<file path="config.mk">
export PLATFORM = sky130hd
export DESIGN_NAME = fetch_stage
export DESIGN_NICKNAME = d
export VERILOG_FILES = /design/src/rtl/fetch_stage_pkg.sv /design/src/rtl/fetch_stage.sv
export SDC_FILE = /design/constraint.sdc
export NUM_CORES = 1
export LEC_CHECK = 0
export ABC_AREA = 0
export CAP_MARGIN = 20
export CORE_AREA = 5 5 89 154
export DETAILED_ROUTE_END_ITERATION = 12
export DIE_AREA = 0 0 94 159
export PLACE_DENSITY = 0.85
export REMOVE_ABC_BUFFERS = 1
export SETUP_SLACK_MARGIN = 0.02
export SLEW_MARGIN = 5
export SYNTH_ARGS = -nofsm -noshare
export SYNTH_HDL_FRONTEND = slang
export SYNTH_SLANG_ARGS = --single-unit
</file>
<file path="constraint.sdc">
create_clock -name CLK -period 10.5 [get_ports CLK]
set_input_delay 1.575 -clock CLK [delete_from_list [all_inputs] [get_ports CLK]]
set_output_delay 1.575 -clock CLK [all_outputs]
set_load 0.01 [all_outputs]
</file>
<file path="src/rtl/fetch_stage_pkg.sv">
// Shared types for the instruction fetch stage: machine word and the fetch bundle
// handed to the decode latch.
package fetch_stage_pkg;

    typedef logic [31:0] word_t;

    typedef struct packed {
        word_t imemAddr;
        word_t instr;
        word_t pc;
    } ifetch_t;

    localparam word_t WORD_BYTES = 32'd4;

    function automatic word_t align_word(input word_t addr);
        return {addr[31:2], 2'b00};
    endfunction

endpackage

</file>
<file path="src/rtl/fetch_stage.sv">
// Instruction fetch stage: PC register, fetch output latch and FETCH/FULL/HALTED control.
// Requests come only from registered state, so ihit never feeds back into imemREN/imemaddr.
//
// state  | meaning
// FETCH  | request outstanding at PC; an ihit loads the output latch
// FULL   | latch holds an instruction the stalled consumer has not taken
// HALTED | halt decoded; no further requests until reset
module fetch_stage
    import fetch_stage_pkg::*;
#(
    parameter word_t PC_INIT = 32'h0000_0000
) (
    input  logic    CLK,
    input  logic    RST,
    input  logic    ihit,
    input  word_t   imemload,
    output logic    imemREN,
    output word_t   imemaddr,
    input  logic    stall,
    input  logic    redirect,
    input  word_t   redirectAddr,
    input  logic    halt,
    output ifetch_t ifOut,
    output logic    ifValid
);

    typedef enum logic [1:0] {
        FETCH  = 2'd0,
        FULL   = 2'd1,
        HALTED = 2'd2
    } state_t;

    state_t  state, state_next;
    word_t   pc, pc_next;
    ifetch_t out_next;
    logic    valid_next;
    // Cleared by reset so a late ihit belonging to an abandoned request is not taken
    // during the first cycle after reset deasserts.
    logic    armed;

    assign imemREN  = (state == FETCH) && armed;
    assign imemaddr = pc;

    always_ff @(posedge CLK or posedge RST) begin
        if (RST) begin
            state   <= FETCH;
            pc      <= PC_INIT;
            ifOut   <= '0;
            ifValid <= 1'b0;
            armed   <= 1'b0;
        end else begin
            state   <= state_next;
            pc      <= pc_next;
            ifOut   <= out_next;
            ifValid <= valid_next;
            armed   <= 1'b1;
        end
    end

    always_comb begin
        state_next = state;
        pc_next    = pc;
        out_next   = ifOut;
        valid_next = ifValid;

        if (halt) begin
            state_next = HALTED;
            if (!stall) valid_next = 1'b0;
        end else if (redirect && (state != HALTED)) begin
            state_next = FETCH;
            pc_next    = align_word(redirectAddr);
            valid_next = 1'b0;
        end else begin
            case (state)
                FETCH: begin
                    if (ihit && armed && !(ifValid && stall)) begin
                        out_next.imemAddr = pc;
                        out_next.instr    = imemload;
                        out_next.pc       = pc + WORD_BYTES;
                        pc_next           = pc + WORD_BYTES;
                        valid_next        = 1'b1;
                        if (stall) state_next = FULL;
                    end else if (!stall) begin
                        valid_next = 1'b0;
                    end
                end
                FULL: begin
                    if (!stall) begin
                        valid_next = 1'b0;
                        state_next = FETCH;
                    end
                end
                HALTED: begin
                    if (!stall) valid_next = 1'b0;
                end
                default: begin
                    state_next = FETCH;
                end
            endcase
        end
    end

endmodule

</file>
==> results of run 1 <==
[layout by cell type, fill, tap and decap left out, drive strengths merged, types with 3 or more instances in the layout]
cell type      synthesis  layout
a31oi                  3       3
nand2                235     235
clkdlybuf4s50          0     191
conb                   2       7
inv                   10      11
ha                     4       4
o22ai                 11      11
clkinv                 0       7
o211ai                 5       5
and3                   7       7
or3                    4       4
nand3                 26      26
and4                   4       4
bufinv                 0       3
a2bb2oi               11      11
nor4                   6       6
nand4                 14      14
a22oi                  3       3
xor2                  17      17
o21ai                 52      52
dfrtp                126     126
nor3                   9       9
clkbuf                30      19
nor2                  25      25
a21oi                 28      28
xnor2                 11      11
buf                   20       6
[path summary, 6_finish.rpt]
check | start | to | slack (ns) | depth (start not counted)
min reg2reg | ifOut[39] | ifOut[39] | 0.47 | 2
min | ifOut[39] | ifOut[39] | 0.47 | 2
min in group asynchronous | RST | ifOut[42] | 1.58 | 2
max | redirect | ifOut[10] | 6.44 | 6
max reg2reg | state[0] | ifOut[10] | 7.19 | 7
max in group asynchronous | RST | ifOut[66] | 7.56 | 3
[state kept, by name, indices dropped and copies added (netlist names)]
name and flops:
ifValid 1, state 2, armed 1, imemaddr 30
ifOut 92
[synthesized netlist by cell type, types with 3 or more instances]
| library cell | instances |
|---|---|
| nand2_1 | 234 |
| dfrtp_1 | 126 |
| o21ai_0 | 48 |
| clkbuf_1 | 30 |
| a21oi_1 | 27 |
| nor2_1 | 25 |
| nand3_1 | 23 |
| xor2_1 | 17 |
| a2bb2oi_1 | 11 |
| buf_2 | 11 |
| nand4_1 | 11 |
| o22ai_1 | 11 |
| xnor2_1 | 11 |
| inv_1 | 10 |
| nor3_1 | 8 |
| and3_1 | 7 |
| buf_4 | 7 |
| o211ai_1 | 5 |
| and4_1 | 4 |
| ha_1 | 4 |
| o21ai_1 | 4 |
| or3_1 | 4 |
| a22oi_1 | 3 |
| a31oi_1 | 3 |
| nor4_1 | 3 |
| nor4_4 | 3 |
[kinds of logic (layout without fill, tap and decap cells)]
logic type / Yosys count / after routing / share of synthesized area
mux: 1 / 1 / 0.00166
compound gates: 125 / 125 / 0.125
fa+ha+maj: 4 / 4 / 0.00832
other cells: 2 / 8 / 0.00125
buf+inv: 60 / 239 / 0.0441
simple gates: 336 / 336 / 0.255
xor+xnor: 28 / 28 / 0.0408
flops: 126 / 126 / 0.524
[cell type report]
type                       count  area, um^2
fill                         955        3690
inverter                      10        42.5
clock inverter                13         164
timing repair buffer         197        1960
multi-input combinational    501        2620
antenna                        1        2.50
sequential                   126        3150
tap                          168         210
clock buffer                  19         453
[routing by layer]
layer | vias up | global-route usage | part of all wire
li1 | 2627 | - | -
met1 | 2609 | 0.282 | 0.38
met2 | 169 | 0.415 | 0.53
met3 | 38 | 0.0478 | 0.051
met4 | 0 | 0.123 | 0.035
met5 | - | 0 | 0
[worst max-delay path: cells and delay by family]
kind                   cells  cell delay [ns]
AOI/OAI and AO/OA          1             0.22
and+or+nand+nor            2             0.83
buffers and inverters      3             1.60
[stage by stage]
stage | setup WS (ns) | cells | cell area (um^2) | total power (uW)
CTS | 6.45 | 1034 | 8600 | 2380
floorplan | 4.57 | 637 | 5800 | 1210
global route | 6.22 | 1035 | 8600 | 2500
detailed placement | 6.01 | 1002 | 7990 | 1760
global placement | 6.06 | 1002 | 7990 | 1730
finish | 6.44 | 1035 | 8600 | 2360
[power breakdown]
group          switching [uW]  internal (uW)
Clock                     224            387
Sequential                194            686
Combinational             378            489
==> summary.md, run 1 <==
| Metric | Value |
|---|---|
| Outcome | `finished, final reports clean` |
| Die height | `between 150 and 200 um` |
| Synth Instances | `between 600 and 700` |
| Drt drc | `0` |
| # Max-Cap Violations | `0` |
| Vias in the first global route | `~5500` |
| CTS tree | `yes` |
| CP most frequent cell | `buf_4` |
| Fin Setup TNS | `0 ns` |
| Worst-path maximum fanout | `between 80 and 90` |
| Routed len/inst | `17.0 um` |
| Die extent in x | `around 94 um` |
| Fmax achieved | `approximately 250 MHz` |
| Syn_area_per_cell | `between 8 and 9 um^2` |
| Post-CTS Setup Repair Bufs | `0` |
| Worst-path cell chain | `clkdlybuf4s50_1 > nand2b_2 > nand4_1 > buf_4 > buf_4 > o21ai_0` |
| Clock skew | `approximately 0.010 ns` |
| Data arrival, critical path | `approximately 4.3 ns` |
| Top cells by area, synth | `dfrtp_1 (52%), nand2_1 (15%), o21ai_0 (4.0%), xor2_1 (2.5%), a21oi_1 (2.2%)` |
| Initial Util | `0.489` |
| Skew-Pair Late Insertion Delay | `roughly 0.4 ns` |
| Die Area | `14900 um^2` |
| Num rows | `54` |
| Vias | `~5400` |
| Lkg Pwr | `a little under 0.004 uW` |
| Worst-Margin Slew | `about 1.1 ns` |
| Tot GR Track Use | `0.242` |
| Netlist cell types | `between 40 and 50` |
| 1st-pass router iterations | `4` |
| Initial antenna violation count | `1` |
| Via density per instance | `5.26` |
| Largest net degree at the start of global routing | `90` |
| Num CTS Buffers | `17` |
| Starting DRT DRC Count | `273` |
| Hold Crit Class | `flip-flop to flip-flop` |
| CTS clk-pin slew, worst paths | `approximately 0.06 ns` |
| Final min period | `4.06 ns` |
| Final period utilization | `0.387` |
| Post-synth top flop | `dfrtp_1` |
| CP Launch Type | `input pin` |
| Max-slew violation count | `0` |
| GP Congestion | `0.832` |
| Util after Layout | `0.700` |
| #FFs+latches synth | `between 100 and 150` |
| Root Driver | `clkbuf_16` |
| CP peak stage delay | `between 0.7 and 0.8 ns` |
| Grt ovf | `0` |
| DRT Wirelength | `about 18000 um` |
| Slew Limit Headroom | `0.288` |
| P&R area growth vs syn | `43.1%` |
| Layout Nets | `between 900 and 1000` |
| Final hold violation count | `0` |
| RSZ-0062 raised after global routing | `no` |
| Worst setup EP type | `flip-flop` |
| Maximum clock insertion buffer count | `2` |
| Cell taking the most area after synthesis | `dfrtp_1` |
| Kind of critical path | `input pin to flip-flop` |
| Routed Antenna Nets | `0` |
| Number of synthesized flops with an enable pin | `0` |
| First-pass GRT wire length | `approximately 29000 um` |
| VDD IR max | `between 0.0001 and 0.00015 V` |
| Area of the core | `approximately 12000 um^2` |
| Synth Warn # | `0` |
| Worst path slowest cell | `buf_4` |
| Seq/Total Area, Yosys | `0.524` |
| Fraction of layout cells with a size suffix above 1 | `0.0658` |
| IO Pins | `200` |
| DP Wirelength | `12200 um` |
| # hold bufs at CTS | `0` |
| P per Cell Area | `274 nW/um^2` |
| Post-CTS Resized | `0` |
| H-Tree Depth | `4` |
| Netlist Area Pre-Place | `roughly 6000 um^2` |
| Hold WS | `roughly 0.47 ns` |
| Final setup viols | `0` |
| Clock sink total | `approximately 130` |
| Ys async rst share | `1.00` |
| CP Data Required Time | `about 11 ns` |
| I/O Buffers | `~190` |
| Top-area cell type share of the netlist area | `0.524` |
No activity file was read; power rests on OpenSTA's default activity.
==> inputs of run 2 (changes only) <==
- CORE_AREA: 5 5 89 154 -> 5 5 97 167
- DIE_AREA: 0 0 94 159 -> 0 0 102 172
- PLACE_DENSITY: 0.85 -> 0.76
- clock period: 10.5 -> 3.5 ns (I/O delays scaled with it)
==> summary.md, run 2 (synthesis results as in run 1) <==
| Metric | Value |
|---|---|
| Outcome | `finished, final reports clean` |
| Buf/Inv on CP | `2 (-1)` |
| Die height | `172 um (+8.2%)` |
| Root Driver | `clkbuf_16` |
| DRT Wirelength | `17800 um (+1.2%)` |
| # hold bufs at CTS | `0 (unchanged)` |
| Final min period | `2.40 ns` |
| P per Cell Area | `810 nW/um^2 (+200%)` |
| Clock Power Share | `0.250 (-0.009)` |
| CTS clk-pin slew, worst paths | `0.06 ns (about the same)` |
| Reg with most FFs | `ifOut` |
| R2R depth | `6 (-1)` |
| Data arrival, critical path | `1.87 ns (-2.44 ns)` |
| Skew-Pair Late Insertion Delay | `0.42 ns (about the same)` |
| Final setup viols | `0 (unchanged)` |
| Post-CTS Setup Repair Bufs | `0 (unchanged)` |
| Most frequent cells in the layout | `nand2_1 (234), clkdlybuf4s50_1 (191), dfrtp_1 (126)` |
| Tot GR Track Use | `0.206 (-0.0359)` |
| Hold WS | `0.470 ns (-0.000637 ns)` |
| CP Data Required Time | `2.97 ns (-7.78 ns)` |
| Switch share | `0.343 (+0.00507)` |
| Worst path slowest cell | `clkdlybuf4s50_1` |
| CTS tree | `yes` |
| Worst setup EP type | `output port` |
| First-pass GRT wire length | `28100 um (-1.9%)` |
| Maximum clock insertion buffer count | `2 (unchanged)` |
| VDD IR max | `0.000343 V (+130%)` |
| Sw Pwr | `2400 uW (+200%)` |
| Routed len/inst | `16.9 um (-0.70%)` |
| Part of the power in combinational logic | `0.373 (+0.005)` |
| R2r setup slk | `1.12 ns (-6.07 ns)` |
| Layout Nets | `932 (+0.54%)` |
| GP Congestion | `0.834 (+0.26%)` |
| Starting DRT DRC Count | `202 (-26%)` |
| Clock sink total | `126 (unchanged)` |
| Vias in the first global route | `5227 (-4.8%)` |
| Worst-Margin Slew | `1.03 ns (-0.0415 ns)` |
| I/O Buffers | `191 (unchanged)` |
| Num rows | `59 (+9.3%)` |
| Initial antenna violation count | `0 (-1)` |
| Final period utilization | `0.685` |
| Reg2reg end | `imemaddr[28]` |
| Fraction of layout cells with a size suffix above 1 | `0.0700 (+0.00421)` |
| DP Wirelength | `12600 um (+2.7%)` |
| Fmax achieved | `417 MHz` |
| CP Launch Point | `state[0]` |
| Grt ovf | `0 (unchanged)` |
| # Max-Cap Violations | `0 (unchanged)` |
| P&R area growth vs syn | `43.9%` |
| IO Pins | `200 (unchanged)` |
| Max reg flops | `92 (unchanged)` |
| Area of the core | `14700 um^2 (+19%)` |
| Vias | `5365 (-1.4%)` |
| Worst-path cell chain | `inv_1 > ha_1 > and2_1 > clkdlybuf4s50_1` |
| Drt drc | `0 (unchanged)` |
| Worst slack, placed | `0.779 ns (-5.23 ns)` |
| Routed Antenna Nets | `0 (unchanged)` |
| Lkg Pwr | `0.00386 uW (+0.32%)` |
| Die Area | `17500 um^2 (+17%)` |
| 1st-pass router iterations | `4 (unchanged)` |
| Crit. path cell count | `4 (-2)` |
| Sequential Power Share | `0.377 (+0.004)` |
| CP delay by family, top | `buffers and inverters` |
| Commonest non-fill, non-tap cell in the layout | `nand2_1` |
| Num CTS Buffers | `17 (unchanged)` |
| Kind of critical path | `flip-flop to output port` |
| Via density per instance | `5.09 (-3.3%)` |
| Clock skew | `0.00904 ns (-0.00137 ns)` |
| Final WS setup | `1.10 ns (-5.33 ns)` |
| CP peak stage delay | `0.54 ns (-0.17 ns)` |
| Critical Path Sink | `imemREN` |
| Total Power | `7010 uW (+200%)` |
| Worst-path maximum fanout | `6 (-93%)` |
| Max-slew violation count | `0 (unchanged)` |
| Initial Util | `0.409 (-0.0797)` |
| Largest net degree at the start of global routing | `89 (-1.1%)` |
| Pint | `4600 uW (+190%)` |
| Final hold violation count | `0 (unchanged)` |
| Hold Crit Class | `flip-flop to flip-flop` |
| Post-CTS Resized | `0 (unchanged)` |
| RSZ-0062 raised after global routing | `no` |
| Worst r2r src | `imemaddr[2]` |
| Slew Limit Headroom | `0.316 (+0.0277)` |
| H-Tree Depth | `4 (unchanged)` |
| Die extent in x | `102 um (+8.5%)` |
| CP Launch Type | `flip-flop` |
==> run 2: cell count changes in the layout (fill, tap and decap cells not counted) <==
cell	before	now
bufinv_16	3	2
clkinv_4	4	2
buf_4	6	9
clkinvlp_4	2	4
clkbuf_1	0	1
buf_12	0	2
inv_6	2	3
clkbuf_8	2	1
==> run 2: through the flow <==
step                      utilization  area, um^2  setup TNS [ns]  instances
after floorplan                     -        5800         -183.96        637
after global placement          0.549        8070               0       1022
after detailed placement        0.549        8070               0       1022
after CTS                       0.589        8650               0       1054
after global routing            0.589        8650               0       1054
final                           0.589        8650               0       1055
==> run 2: worst register-to-register path: stages, from the launching register on <==
cell and delay, ns:
dfrtp_1 0.49, ha_1 0.32, nand3_2 0.20, nor4_4 0.64
nand4_1 0.23, or3_1 0.36, nand3_1 0.08
==> run 2: layout make-up <==
class                      count  area [um^2]
multi-input combinational    501         2620
antenna                        1         2.50
fill                        1305         6040
sequential                   126         3150
clock inverter                13          140
clock buffer                  19          443
tap                          183          229
timing repair buffer         202         2020
inverter                      10         42.5
==> run 2: power by group through the flow <==
stage               combinational, uW  sequential, uW  clock, uW
floorplan                         783            2860          0
global placement                 2610            2630          0
detailed placement               2650            2660          0
CTS                              2660            2640       1780
global route                     2850            2740       1850
finish                           2610            2640       1750
==> run 2: worst min-delay path by stage <==
stage	from	endpoint	slack, ns	depth (start not counted)
floorplan	ifOut[32]	ifOut[32]	0.51	2
global placement	ifOut[39]	ifOut[39]	0.46	2
detailed placement	ifOut[88]	ifOut[88]	0.46	2
CTS	ifOut[49]	ifOut[49]	0.48	2
global route	ifOut[88]	ifOut[88]	0.50	2
finish	ifOut[49]	ifOut[49]	0.47	2
==> run 2: layer usage <==
metal | up-vias | GRT usage | part of all wire
li1 | 2638 | - | -
met1 | 2542 | 0.242 | 0.39
met2 | 156 | 0.366 | 0.53
met3 | 29 | 0.0396 | 0.053
met4 | 0 | 0.0828 | 0.030
met5 | - | 0 | 0
